`src/rtl/sqrt_fp.sv`:
```
// Multi-cycle unsigned fixed-point square root, restoring two-bits-per-step, one root bit per clock.
// Result pulses valid (WIDTH+FBITS)/2 cycles after an accepted start; start is ignored while busy.
module sqrt_fp #(
   parameter int WIDTH = 32,
   parameter int FBITS = 10
) (
   input  logic             clk,
   input  logic             rst_n,
   input  logic             start,
   input  logic [WIDTH-1:0] rad,
   output logic             busy,
   output logic             valid,
   output logic [WIDTH-1:0] root,
   output logic [WIDTH-1:0] rem
);

   localparam int ITER = (WIDTH + FBITS) / 2;
   localparam int IW   = $clog2(ITER + 1);

   localparam logic [0:0] IDLE = 1'b0;
   localparam logic [0:0] CALC = 1'b1;

   logic [0:0]       state;
   logic [WIDTH-1:0] x;
   logic [WIDTH-1:0] q;
   logic [WIDTH+1:0] ac;
   logic [IW-1:0]    i;

   logic [WIDTH+1:0] t;
   logic [WIDTH+1:0] ac_next;
   logic [WIDTH-1:0] x_next;
   logic [WIDTH-1:0] q_next;
   logic             unused_t;

   // Trial subtraction: a non-negative result means the next root bit is 1.
   always_comb begin
      t        = ac - {q, 2'b01};
      unused_t = t[WIDTH];
      x_next   = {x[WIDTH-3:0], 2'b00};
      if (!t[WIDTH+1]) begin
         ac_next = {t[WIDTH-1:0], x[WIDTH-1:WIDTH-2]};
         q_next  = {q[WIDTH-2:0], 1'b1};
      end else begin
         ac_next = {ac[WIDTH-1:0], x[WIDTH-1:WIDTH-2]};
         q_next  = {q[WIDTH-2:0], 1'b0};
      end
   end

   assign busy = (state == CALC);

   always_ff @(posedge clk) begin
      if (!rst_n) begin
         state <= IDLE;
         valid <= 1'b0;
         root  <= '0;
         rem   <= '0;
         x     <= '0;
         q     <= '0;
         ac    <= '0;
         i     <= '0;
      end else begin
         case (state)
            IDLE: begin
               valid <= 1'b0;
               if (start) begin
                  {ac, x} <= {{(WIDTH+2){1'b0}}, rad} << 2;
                  q       <= '0;
                  i       <= '0;
                  state   <= CALC;
               end
            end
            default: begin
               ac <= ac_next;
               x  <= x_next;
               q  <= q_next;
               if (i == IW'(ITER - 1)) begin
                  root  <= q_next;
                  rem   <= ac_next[WIDTH+1:2];
                  valid <= 1'b1;
                  state <= IDLE;
               end else begin
                  i <= i + IW'(1);
               end
            end
         endcase
      end
   end

endmodule

```
`config.mk`:
```
export PLATFORM = sky130hd
export DESIGN_NAME = sqrt_fp
export DESIGN_NICKNAME = d
export VERILOG_FILES = /design/src/rtl/sqrt_fp.sv
export SDC_FILE = /design/constraint.sdc
export NUM_CORES = 1
export LEC_CHECK = 0
export ABC_AREA = 1
export CAP_MARGIN = 20
export CORE_MARGIN = 2
export CORE_UTILIZATION = 52
export DETAILED_ROUTE_END_ITERATION = 6
export GPL_TIMING_DRIVEN = 0
export PLACE_DENSITY = 0.8
export SLEW_MARGIN = 20
export SYNTH_ARGS = -nofsm -noshare
export SYNTH_HDL_FRONTEND = slang
export SYNTH_SLANG_ARGS = --single-unit
export TNS_END_PERCENT = 20
```
`constraint.sdc`:
```
create_clock -name clk -period 2.1 [get_ports clk]
set_input_delay 0.315 -clock clk [delete_from_list [all_inputs] [get_ports clk]]
set_output_delay 0.315 -clock clk [all_outputs]
set_load 0.02 [all_outputs]
```
==> summary.txt, run 1 <==
Outcome
  • Status: complete, but fails checks
  • Failing checks: DRC, setup timing

Synthesis
  • Net count of the mapped netlist: 1509
  • Yosys warning count: 0
  • FF+latch count, synth: 167
  • Share of synthesized cell area in and, or, nand and nor gates: 33.5%
  • Share of the synthesized area in compound gates (AO/OA/AOI/OAI): 12.3%
  • Multiplexer share of the synthesized area: 0%
  • Main combinational cell family by area after synthesis: simple AND/OR/NAND/NOR gates
  • Synth Instances: 1440
  • Count of flip-flops with a built-in enable after synthesis: 0
  • Prevailing post-synth register cell: dfxtp_1
  • Share of synthesized registers carrying an async set or reset: 0%
  • Post-synthesis share of cell area spent on xor and xnor gates: 1.45%
  • Part of the Yosys area used for sequential elements: between 30% and 40%
  • Adder-cell area share of the yosys netlist: 4.41%
  • Cell area after technology mapping: 0.00964 mm²
  • Distinct cell type count of the synthesized netlist: 37
  • Mapped Avg Cell Area: around 6.7 µm²

Timing
  • Time the worst path needs with I/O delays and setup: 2170 ps
  • Count of final hold-check violations: 0
  • Setup slack after layout: -71.6 ps
  • Number of pins exceeding their max-slew limit in the final report: 0
  • Max Freq: approximately 460 MHz
  • RSZ-0062 raised after global routing: true
  • Portion of the clock cycle consumed by the worst path in the final layout: 103%
  • Sum of negative setup slack: -2290 ps
  • Setup skew after layout: 11.8 ps
  • Worst relative slew slack: slightly above 50%
  • Setup-failing EPs final: 63
  • Tightest Pin Transition: ~730 ps

Clock network
  • Clock tree from TritonCTS: done
  • Clock Tree Buf Depth: 2
  • Clk root buf: clkbuf_16
  • Cts hold-fix bufs: 0
  • Clock edge transition at the registers on the reported setup and hold paths: about 70 ps
  • Total number of H-tree levels: 4
  • Num CTS Buffers: 17
  • Total number of clock tree sinks: 167
  • Clock insertion delay at the later pin of the skew report: 450 ps

Floorplanning
  • Die Footprint: 0.0196 mm²
  • Width of the die: 140 µm
  • Core outline area: 0.0181 mm²
  • Die Height: 140 µm
  • Cell row count: 49
  • I/O Pins: 101
  • Effective utilization at floorplan: a little over half

GRT
  • First-pass GRT wire length: between 40000 and 50000 µm
  • Antenna violations before repair: 0
  • Sum of overflow across all layers after global routing: 0
  • Overall track demand over capacity in global routing: 28.9%
  • Vias in the first global route: 9153
  • Pin count of the biggest net entering global routing: 19

Pwr
  • Leakage: 0.00631 µW
  • P per Cell Area: 1710 mW/mm²
  • Worst vdd rail ir drop: 1.64 mV

Detailed routing
  • Via count: 9950
  • Post-detailed-route via-to-cell ratio: 5.42
  • Final routed wire length divided by cell count: around 17 µm
  • Total length of routed wires: approximately 30000 µm
  • Initial drt markers: 770
  • Post-detailed-route DRC marker count: 15
  • Router iterations before antenna repair: 7
  • Post-route antenna net violation count: 0

Cells and area
  • Area Overhead vs Synth: 36.1%
  • Share of final-layout standard cells stronger than drive strength 1: 24.3%
  • Number of nets at the end of the flow: 1663
  • Ant diodes: 0
  • Final core area utilization: 72.5%

Run
  • Maximum capacitance violations: 0

Placement
  • Post-DP HPWL: 20900 µm
  • IO buf count: 98
  • Placer's final routability congestion estimate: about 1

Worst setup path
  • Maximum net fanout on the critical path: 8
  • Startpoint Class: register
  • Required arrival time at the worst endpoint: 2440 ps
  • Endpoint class of the critical path: register
  • Arrival time reported for the critical path endpoint: 2520 ps
  • Worst setup path category: register to register

Hold path
  • Class of the worst hold path: input port to register
where the power goes:
part	leakage [µW]	total [µW]	internal (µW)	switching [µW]
sequential	0.00137	3710	3410	299
combinational	0.00464	15500	5720	9740
clock	0.000299	3230	1710	1520
total	0.00631	22400	10800	11600
path summary, 6_finish.rpt:
kind	slack (ps)	end	cells after the start	start
worst max-delay path	-70	rem[0]	14	q[30]
worst min-delay path	440	x[18]	5	start
worst max register to register	-70	rem[0]	14	q[30]
worst min register to register	490	ac[33]	2	ac[33]
metal layers:
| layer | global-route usage (%) | up-vias | share of wire [%] |
|---|---|---|---|
| li1 | - | 4851 | - |
| met1 | 38.1 | 4618 | 43 |
| met2 | 48.2 | 400 | 47 |
| met3 | 4.07 | 81 | 6.8 |
| met4 | 11.3 | 0 | 3.3 |
| met5 | 0 | - | 0 |
stage by stage:
| step | power, µW | setup WS, ps | hold slack [ps] | instances | cell area, µm² |
|---|---|---|---|---|---|
| detailed placement | 15300 | -311 | 453 | 1767 | 10900 |
| global placement | 15300 | -292 | 451 | 1767 | 10900 |
| CTS | 19300 | -63.4 | 409 | 1811 | 12200 |
| floorplan | 12800 | 111 | 430 | 1440 | 9640 |
| global route | 23800 | -172 | 462 | 1836 | 13100 |
| finish | 22400 | -71.6 | 436 | 1836 | 13100 |
cell usage in the layout (no fill, tap or decap), types with 44 or more instances in the layout:
master,n
nand2_2,55
a21oi_1,52
nand3_2,63
o21ai_0,49
inv_1,220
nand2_1,403
nand3_1,71
dfxtp_1,123
dfxtp_2,44
clkdlybuf4s50_1,98
cell type report:
class                   count  area (µm²)
multi-input cells         951        6040
fillers                  1357        4970
flip-flops and latches    167        3400
repair buffers            136        1370
inverters                 260        1010
clock buffers              17         425
plain buffers              61         412
well taps                 229         287
clock inverters            15         178
critical path: stages, from the launching register on:
cell and delay [ps]:
dfxtp_2 340, inv_2 60, ha_1 300, nand2_1 90
nor2_1 90, o21ai_1 100, nand3_2 110, nor2_4 230
nand3_4 110, buf_12 190, buf_16 150, nand3_2 80
nand3_1 80, nand2_1 100, inv_1 40
cells in the mapped netlist (3+ instances only):
cell type  count  area [µm²]
nand3_1      104         521
clkbuf_1      32         120
xor2_1         3        26.3
nand2_2        4        25.0
buf_2          9        45.0
nand3_2       52         521
o32ai_1       15         131
o21ai_0       49         245
nor3_1         7        35.0
a22oi_1       13        97.6
nand2_4        4        45.0
inv_1        257         965
and2_1         3        18.8
o22ai_1       18         113
a21oi_1       53         265
dfxtp_1      167        3340
o211ai_1       7        52.6
nand4_1        6        37.5
buf_6         12         135
ha_1          34         425
o21a_1        32         240
buf_1          9        33.8
nor2_1        53         199
nand2_1      465        1750
xnor2_1       13         114
nor2_2         3        18.8
kinds of logic (layout without fill, tap and decap cells):
group	Yosys count	after routing
compound gates	193	193
xor+xnor	16	16
fa+ha+maj	34	34
buf+inv	322	489
flops	167	167
simple gates	708	708
sequential cells by signal, indices dropped and copies added, names as in the netlist:
register,cells
q,32
i,5
rem,32
root,32
valid,1
busy,1
x,30
ac,34
repair_timing:
action	4_1_cts	5_1_grt
cloned	1	4
setup endpoints to repair	79	107
gates resized for setup	112	209
pin swaps	8	82
buffers inserted	12	21
Power figures use the tool's default switching activity.
==> run 2, diff against run 1 <==
clock period = 1.9 ns   (was 2.1 ns; I/O delays follow)
==> summary.txt, run 2 (synthesized netlist as in run 1, its figures left out) <==
Timing
  • Setup-failing EPs final: 66 (+4.8%)
  • Setup slack after layout: -335 ps (-263 ps)
  • Worst hold margin: 397 ps (-38.9 ps)
  • RSZ-0062 raised after global routing: true
  • Tightest Pin Transition: 700 ps (-31.3 ps)
  • Max Freq: 447 MHz (-2.8%)
  • Worst relative slew slack: 53.2% (+2.1 points)
  • Time the worst path needs with I/O delays and setup: 2230 ps (+63.2 ps)
  • Count of final hold-check violations: 0 (unchanged)
  • Number of pins exceeding their max-slew limit in the final report: 0 (unchanged)
  • Sum of negative setup slack: -18670 ps (-16390 ps)
  • Portion of the clock cycle consumed by the worst path in the final layout: 118% (+14 points)
  • Setup skew after layout: 14.1 ps (+2.35 ps)

Worst setup path
  • Startpoint Class: register
  • Cells along the critical path: inv_4, ha_4, buf_4, nand2_4, nor2_4, nand2_2, a21oi_4, nor2_4, buf_12, nand2_8, nand2_8, clkbuf_16, nand3_2, nand3_1, nand2_1, inv_1
  • Maximum net fanout on the critical path: 7 (-1)
  • Reg2Reg Capture Point: rem[1]
  • Arrival time reported for the critical path endpoint: 2590 ps (+70 ps)
  • Worst setup path category: register to register
  • Cell depth of the worst flop-to-flop path: 16 (+2)
  • Critical path's largest stage delay: 340 ps (about the same)
  • Slowest cell on the critical path: dfxtp_2
  • Setup slack of the worst register-to-register path: -330 ps (-260 ps)
  • Worst r2r src: q[24]
  • Required arrival time at the worst endpoint: 2260 ps (-180 ps)
  • Endpoint class of the critical path: register

Cells and area
  • Commonest cells after routing, fill and taps aside: nand2_1, inv_1, dfxtp_1
  • Final-layout fill cell count: 1472 (+8.5%)
  • Biggest register: ac
  • Flip-flop count of the largest register, all copies and words added: 34 (unchanged)
  • Share of final-layout standard cells stronger than drive strength 1: 19.2% (-5.2 points)
  • Ant diodes: 0 (unchanged)
  • Number of nets at the end of the flow: 1652 (-0.66%)
  • Area Overhead vs Synth: 31.9%
  • Most common library cell in the layout ignoring fill and taps: nand2_1
  • Number of cells in the finished layout apart from fillers: 1825 (-0.60%)

Detailed routing
  • Router iterations before antenna repair: 7 (unchanged)
  • Initial drt markers: 825 (+7.1%)
  • Post-detailed-route DRC marker count: 5 (-10)
  • Post-detailed-route via-to-cell ratio: 5.36 (-1.1%)
  • Via count: 9786 (-1.6%)
  • Post-route antenna net violation count: 0 (unchanged)
  • Total length of routed wires: 29400 µm (-3.2%)
  • Final routed wire length divided by cell count: 16.1 µm (-2.7%)

Placement
  • Placer's final routability congestion estimate: 0.962 (-1.7%)
  • IO buf count: 98 (unchanged)
  • Number of cells in the design after placement: 1767 (unchanged)
  • Post-DP HPWL: 21000 µm (+0.44%)

Outcome
  • Status: complete, but fails checks
  • Failing checks: DRC, setup timing

Floorplanning
  • Effective utilization at floorplan: 53.3% (unchanged)
  • Core outline area: 0.0181 mm² (unchanged)
  • Die Footprint: 0.0196 mm² (unchanged)
  • Width of the die: 140 µm (unchanged)
  • I/O Pins: 101 (unchanged)
  • Die Height: 140 µm (unchanged)
  • Cell row count: 49 (unchanged)

Pwr
  • Relative contribution of combinational cells to total power: 68.4% (-0.6 points)
  • Sequential group share of total power: 16.9% (+0.3 points)
  • P per Cell Area: 1890 mW/mm² (+11%)
  • Total power: 24000 µW (+7.2%)
  • Clock power frac: 14.8% (+0.4 points)
  • Switching power total: 12100 µW (+4.7%)
  • Net switching fraction of the power: 50.5% (-1.2 points)
  • Worst vdd rail ir drop: 2.16 mV (+32%)
  • Internal: 11900 µW (+9.8%)
  • Leakage: 0.00622 µW (-1.4%)

Clock network
  • Clock edge transition at the registers on the reported setup and hold paths: 80 ps (about the same)
  • Clock insertion delay at the later pin of the skew report: 450 ps (about the same)
  • Total number of H-tree levels: 4 (unchanged)
  • Total number of clock tree sinks: 167 (unchanged)
  • Clock Tree Buf Depth: 2 (unchanged)
  • Clk root buf: clkbuf_16
  • Cts hold-fix bufs: 0 (unchanged)
  • Clock tree from TritonCTS: done
  • Num CTS Buffers: 17 (unchanged)

Hold path
  • Hold endpoint: x[4]
  • Launch point of the worst hold path: start
  • Number of cells on the worst hold path: 5 (unchanged)
  • Class of the worst hold path: input port to register

GRT
  • Overall track demand over capacity in global routing: 28.4% (-0.56 points)
  • Pin count of the biggest net entering global routing: 20 (+1)
  • Vias in the first global route: 8765 (-4.2%)
  • Met3 usage in global routing: 4.65% (+0.58 points)
  • First-pass GRT wire length: 44600 µm (-2.0%)
  • Fraction of met2 tracks used by global routing: 48.1% (-0.13 points)
  • Antenna violations before repair: 0 (unchanged)
  • Global route hottest layer: met2
  • Met1 usage in global routing: 37.0% (-1.2 points)
  • Sum of overflow across all layers after global routing: 0 (unchanged)

Run
  • Maximum capacitance violations: 0 (unchanged)
## run 2: worst max path at each step
stage	from	to	cells past startpoint	slack, ps
after floorplan	q[0]	root[0]	18	-5
after global placement	q[19]	rem[0]	14	-430
after detailed placement	q[22]	rem[0]	14	-450
after CTS	q[24]	ac[5]	13	-280
after global routing	q[24]	rem[31]	16	-440
final	q[24]	rem[1]	16	-330
## run 2: timing repair
item	CTS	global route
cloned	0	5
endpoints found under the hold margin	0	0
pin swaps	4	42
resized for setup	73	127
endpoints found under the setup margin	107	107
setup buffers	3	19
## run 2: critical path, delay by kind of cell, from the launching register on
family,cells,cell delay [ps]
AND/OR/NAND/NOR,9,800
flip-flops,1,340
AO/OA/AOI/OAI,1,160
buffers and inverters,5,550
adder cells (fa/ha/maj),1,290
## run 2: metal layers
metal | part of all wire (%) | vias to the layer above
met5 | 0 | -
met4 | 3.5 | 0
met3 | 6.8 | 68
met2 | 47 | 362
met1 | 42 | 4530
li1 | - | 4826
## run 2: layout make-up
cell class	count	area [µm²]	share of cell area [%]
Buffer	61	442	3.47
Timing Repair Buffer	125	1300	10.2
Sequential cell	167	3370	26.5
Inverter	260	996	7.83
Clock inverter	15	170	1.34
Clock buffer	17	425	3.34
Tap cell	229	287	2.25
Multi-Input combinational cell	951	5730	45.0
## run 2: power by group through the flow
| stage | sequential [µW] | combinational (µW) | clock [µW] |
|---|---|---|---|
| 3_5_place_dp | 4030 | 13200 | 0 |
| 5_1_grt | 4070 | 17800 | 3700 |
| 3_3_place_gp | 4030 | 13000 | 0 |
| 4_1_cts | 3990 | 13900 | 3540 |
| 2_1_floorplan | 3970 | 10400 | 0 |
| 6_report | 4040 | 16400 | 3550 |
## run 2: stage by stage
step | util, % | instance area [µm²] | setup slack [ps]
final | 70.3 | 12700 | -335
after detailed placement | 61.2 | 11100 | -455
after global placement | 61.2 | 11100 | -427
after global routing | 70.3 | 12700 | -442
after CTS | 66.5 | 12000 | -284
after floorplan | - | 9800 | -5.12
==> run 3, diff against run 2 <==
CORE_UTILIZATION = 58   (was 52)
GPL_TIMING_DRIVEN = not set   (was 0)
PLACE_DENSITY = 0.84   (was 0.8)
clock period = 2.1 ns   (was 1.9 ns; I/O delays follow)
==> summary.txt, run 3 (synthesized netlist as in run 1, its figures left out) <==
Timing
  • Portion of the clock cycle consumed by the worst path in the final layout: 111% (-6.3 points)
  • Setup slack after layout: -238 ps (+97.2 ps)
  • Max Freq: 428 MHz (-4.4%)
  • Setup-failing EPs final: 66 (unchanged)
  • Setup skew after layout: 5.70 ps (-8.40 ps)
  • Number of pins exceeding their max-slew limit in the final report: 0 (unchanged)
  • Sum of negative setup slack: -10650 ps (+8020 ps)
  • Worst relative slew slack: 69.9% (+17 points)
  • Tightest Pin Transition: 448 ps (-253 ps)
  • Time the worst path needs with I/O delays and setup: 2340 ps (+103 ps)
  • RSZ-0062 raised after global routing: true
  • Count of final hold-check violations: 0 (unchanged)

Clock network
  • Total number of clock tree sinks: 167 (unchanged)
  • Clock Tree Buf Depth: 2 (unchanged)
  • Num CTS Buffers: 17 (unchanged)
  • Clock insertion delay at the later pin of the skew report: 440 ps (about the same)
  • Clock edge transition at the registers on the reported setup and hold paths: 70 ps (about the same)
  • Clock tree from TritonCTS: done
  • Cts hold-fix bufs: 0 (unchanged)
  • Clk root buf: clkbuf_16
  • Total number of H-tree levels: 4 (unchanged)

GRT
  • Antenna violations before repair: 0 (unchanged)
  • Vias in the first global route: 10200 (+17%)
  • Pin count of the biggest net entering global routing: 96 (+380%)
  • Overall track demand over capacity in global routing: 35.1% (+6.7 points)
  • First-pass GRT wire length: 49900 µm (+12%)
  • Sum of overflow across all layers after global routing: 0 (unchanged)

Detailed routing
  • Router iterations before antenna repair: 5 (-2)
  • Total length of routed wires: 35000 µm (+19%)
  • Final routed wire length divided by cell count: 18.4 µm (+14%)
  • Post-route antenna net violation count: 0 (unchanged)
  • Routed met3 length: 3400 µm (+71%)
  • Via count: 11000 (+12%)
  • Post-route met1 wirelength: 13500 µm (+8.0%)
  • Highest layer used for signal routing: met4
  • Post-detailed-route via-to-cell ratio: 5.76 (+7.3%)
  • Post-detailed-route DRC marker count: 0 (-5)
  • Met2 routed wirelength: 16400 µm (+18%)
  • Initial drt markers: 1069 (+30%)

Placement
  • Post-DP HPWL: 20300 µm (-3.2%)
  • Placer's final routability congestion estimate: 0.927 (-3.7%)
  • IO buf count: 100 (+2.0%)
  • Number of cells in the design after placement: 1841 (+4.2%)

Worst setup path
  • Arrival time reported for the critical path endpoint: 2680 ps (+90 ps)
  • Worst r2r src: q[7]
  • Slowest cell on the critical path: dfxtp_1
  • Startpoint Class: register
  • Maximum net fanout on the critical path: 6 (-1)
  • Critical path's largest stage delay: 330 ps (about the same)
  • Cells along the critical path: inv_1, ha_4, nand2_1, nor2_2, nand2_1, inv_2, nand2_2, nand2_2, nand2_4, nand2_8, buf_4, nand2_4, nand3_1, nand3_1, nand2_1, inv_1
  • Endpoint class of the critical path: register
  • Worst setup path category: register to register
  • Number of buffer and inverter stages on the critical path: 4 (-1)
  • Critical Path Start: q[7]
  • Required arrival time at the worst endpoint: 2440 ps (+180 ps)
  • Worst path top cell family by delay: simple AND/OR/NAND/NOR gates
  • Critical Path Most Common Cell: nand2_1

Cells and area
  • Area Overhead vs Synth: 42.6%
  • Flip-flop count of the largest register, all copies and words added: 34 (unchanged)
  • Final-layout fill cell count: 917 (-38%)
  • Footprint of the multi-input gates: 0.00597 mm² (+4.2%)
  • Biggest register: ac
  • Ant diodes: 0 (unchanged)
  • Share of final-layout standard cells stronger than drive strength 1: 28.8% (+9.6 points)
  • Sequential cell area in the final layout: 0.00339 mm² (+0.41%)
  • Most common library cell in the layout ignoring fill and taps: nand2_1
  • Commonest cells after routing, fill and taps aside: nand2_1, inv_1, buf_4
  • Number of nets at the end of the flow: 1740 (+5.3%)
  • Number of cells in the finished layout apart from fillers: 1904 (+4.3%)

Outcome
  • Status: complete, but fails checks
  • Failing checks: setup timing

Floorplanning
  • Effective utilization at floorplan: 58.8% (+5.5 points)
  • Cell row count: 47 (-4.1%)
  • I/O Pins: 101 (unchanged)
  • Die Footprint: 0.0177 mm² (-10%)
  • Die Height: 133 µm (-5.2%)
  • Core outline area: 0.0164 mm² (-9.3%)
  • Width of the die: 133 µm (-5.2%)

Run
  • Maximum capacitance violations: 0 (unchanged)

Pwr
  • P per Cell Area: 1900 mW/mm² (+0.58%)
  • Leakage: 0.00675 µW (+8.5%)
  • Worst vdd rail ir drop: 1.55 mV (-28%)

Hold path
  • Class of the worst hold path: input port to register
  • Launch point of the worst hold path: rst_n
==> run 3: final cells by class <==
cell class / instances / share of cell area (%)
multi-input cells: 952 / 43.4
flip-flops and latches: 167 / 24.6
repair buffers: 273 / 18.6
inverters: 260 / 7.26
clock buffers: 20 / 3.32
well taps: 220 / 2.00
clock inverters: 12 / 0.783
==> run 3: repair_timing <==
item	4_1_cts	5_1_grt
cloned	5	1
buffers inserted	21	6
resized for setup	121	147
setup endpoints to repair	65	66
pin swaps	32	58
endpoints found under the hold margin	0	0
==> run 3: per-layer routing <==
metal	vias up	GRT usage, %
li1	5011	-
met1	5011	44.5
met2	766	58.1
met3	172	6.32
met4	0	16.4
met5	-	0
==> run 3: stage by stage <==
| step | total power [µW] | hold slack (ps) | utilization [%] | cell area [µm²] | setup slack, ps |
|---|---|---|---|---|---|
| final | 26100 | 259 | 83.8 | 13700 | -238 |
| after global routing | 27300 | 268 | 83.8 | 13700 | -313 |
| after CTS | 23200 | 208 | 80.6 | 13200 | -13.8 |
| after detailed placement | 16800 | 462 | 71.9 | 11800 | -190 |
| after global placement | 16600 | 448 | 71.9 | 11800 | -143 |
| after floorplan | 12800 | 430 | - | 9640 | 111 |
==> run 3: where the power goes <==
part | leakage, µW | internal, µW | switching [µW] | total [µW]
sequential | 0.00137 | 3400 | 253 | 3660
combinational | 0.00510 | 8050 | 11300 | 19300
clock | 0.000272 | 1620 | 1500 | 3110
total | 0.00675 | 13100 | 13000 | 26100
==> run 3: worst register-to-register path, stage by stage (launching register included) <==
cell     delay [ps]
dfxtp_1         330
inv_1           110
ha_4            310
nand2_1          90
nor2_2          170
nand2_1          80
inv_2            60
nand2_2          70
nand2_2         110
nand2_4         120
nand2_8         120
buf_4           140
nand2_4         110
nand3_1         180
nand3_1         100
nand2_1          80
inv_1            40
==> run 3: worst paths after layout <==
kind / to / slack (ps) / cells past startpoint
worst min register to register: x[2] / 490 / 2
worst max register to register: rem[28] / -240 / 16
worst min-delay path: i[0] / 260 / 3
worst max-delay path: rem[28] / -240 / 16
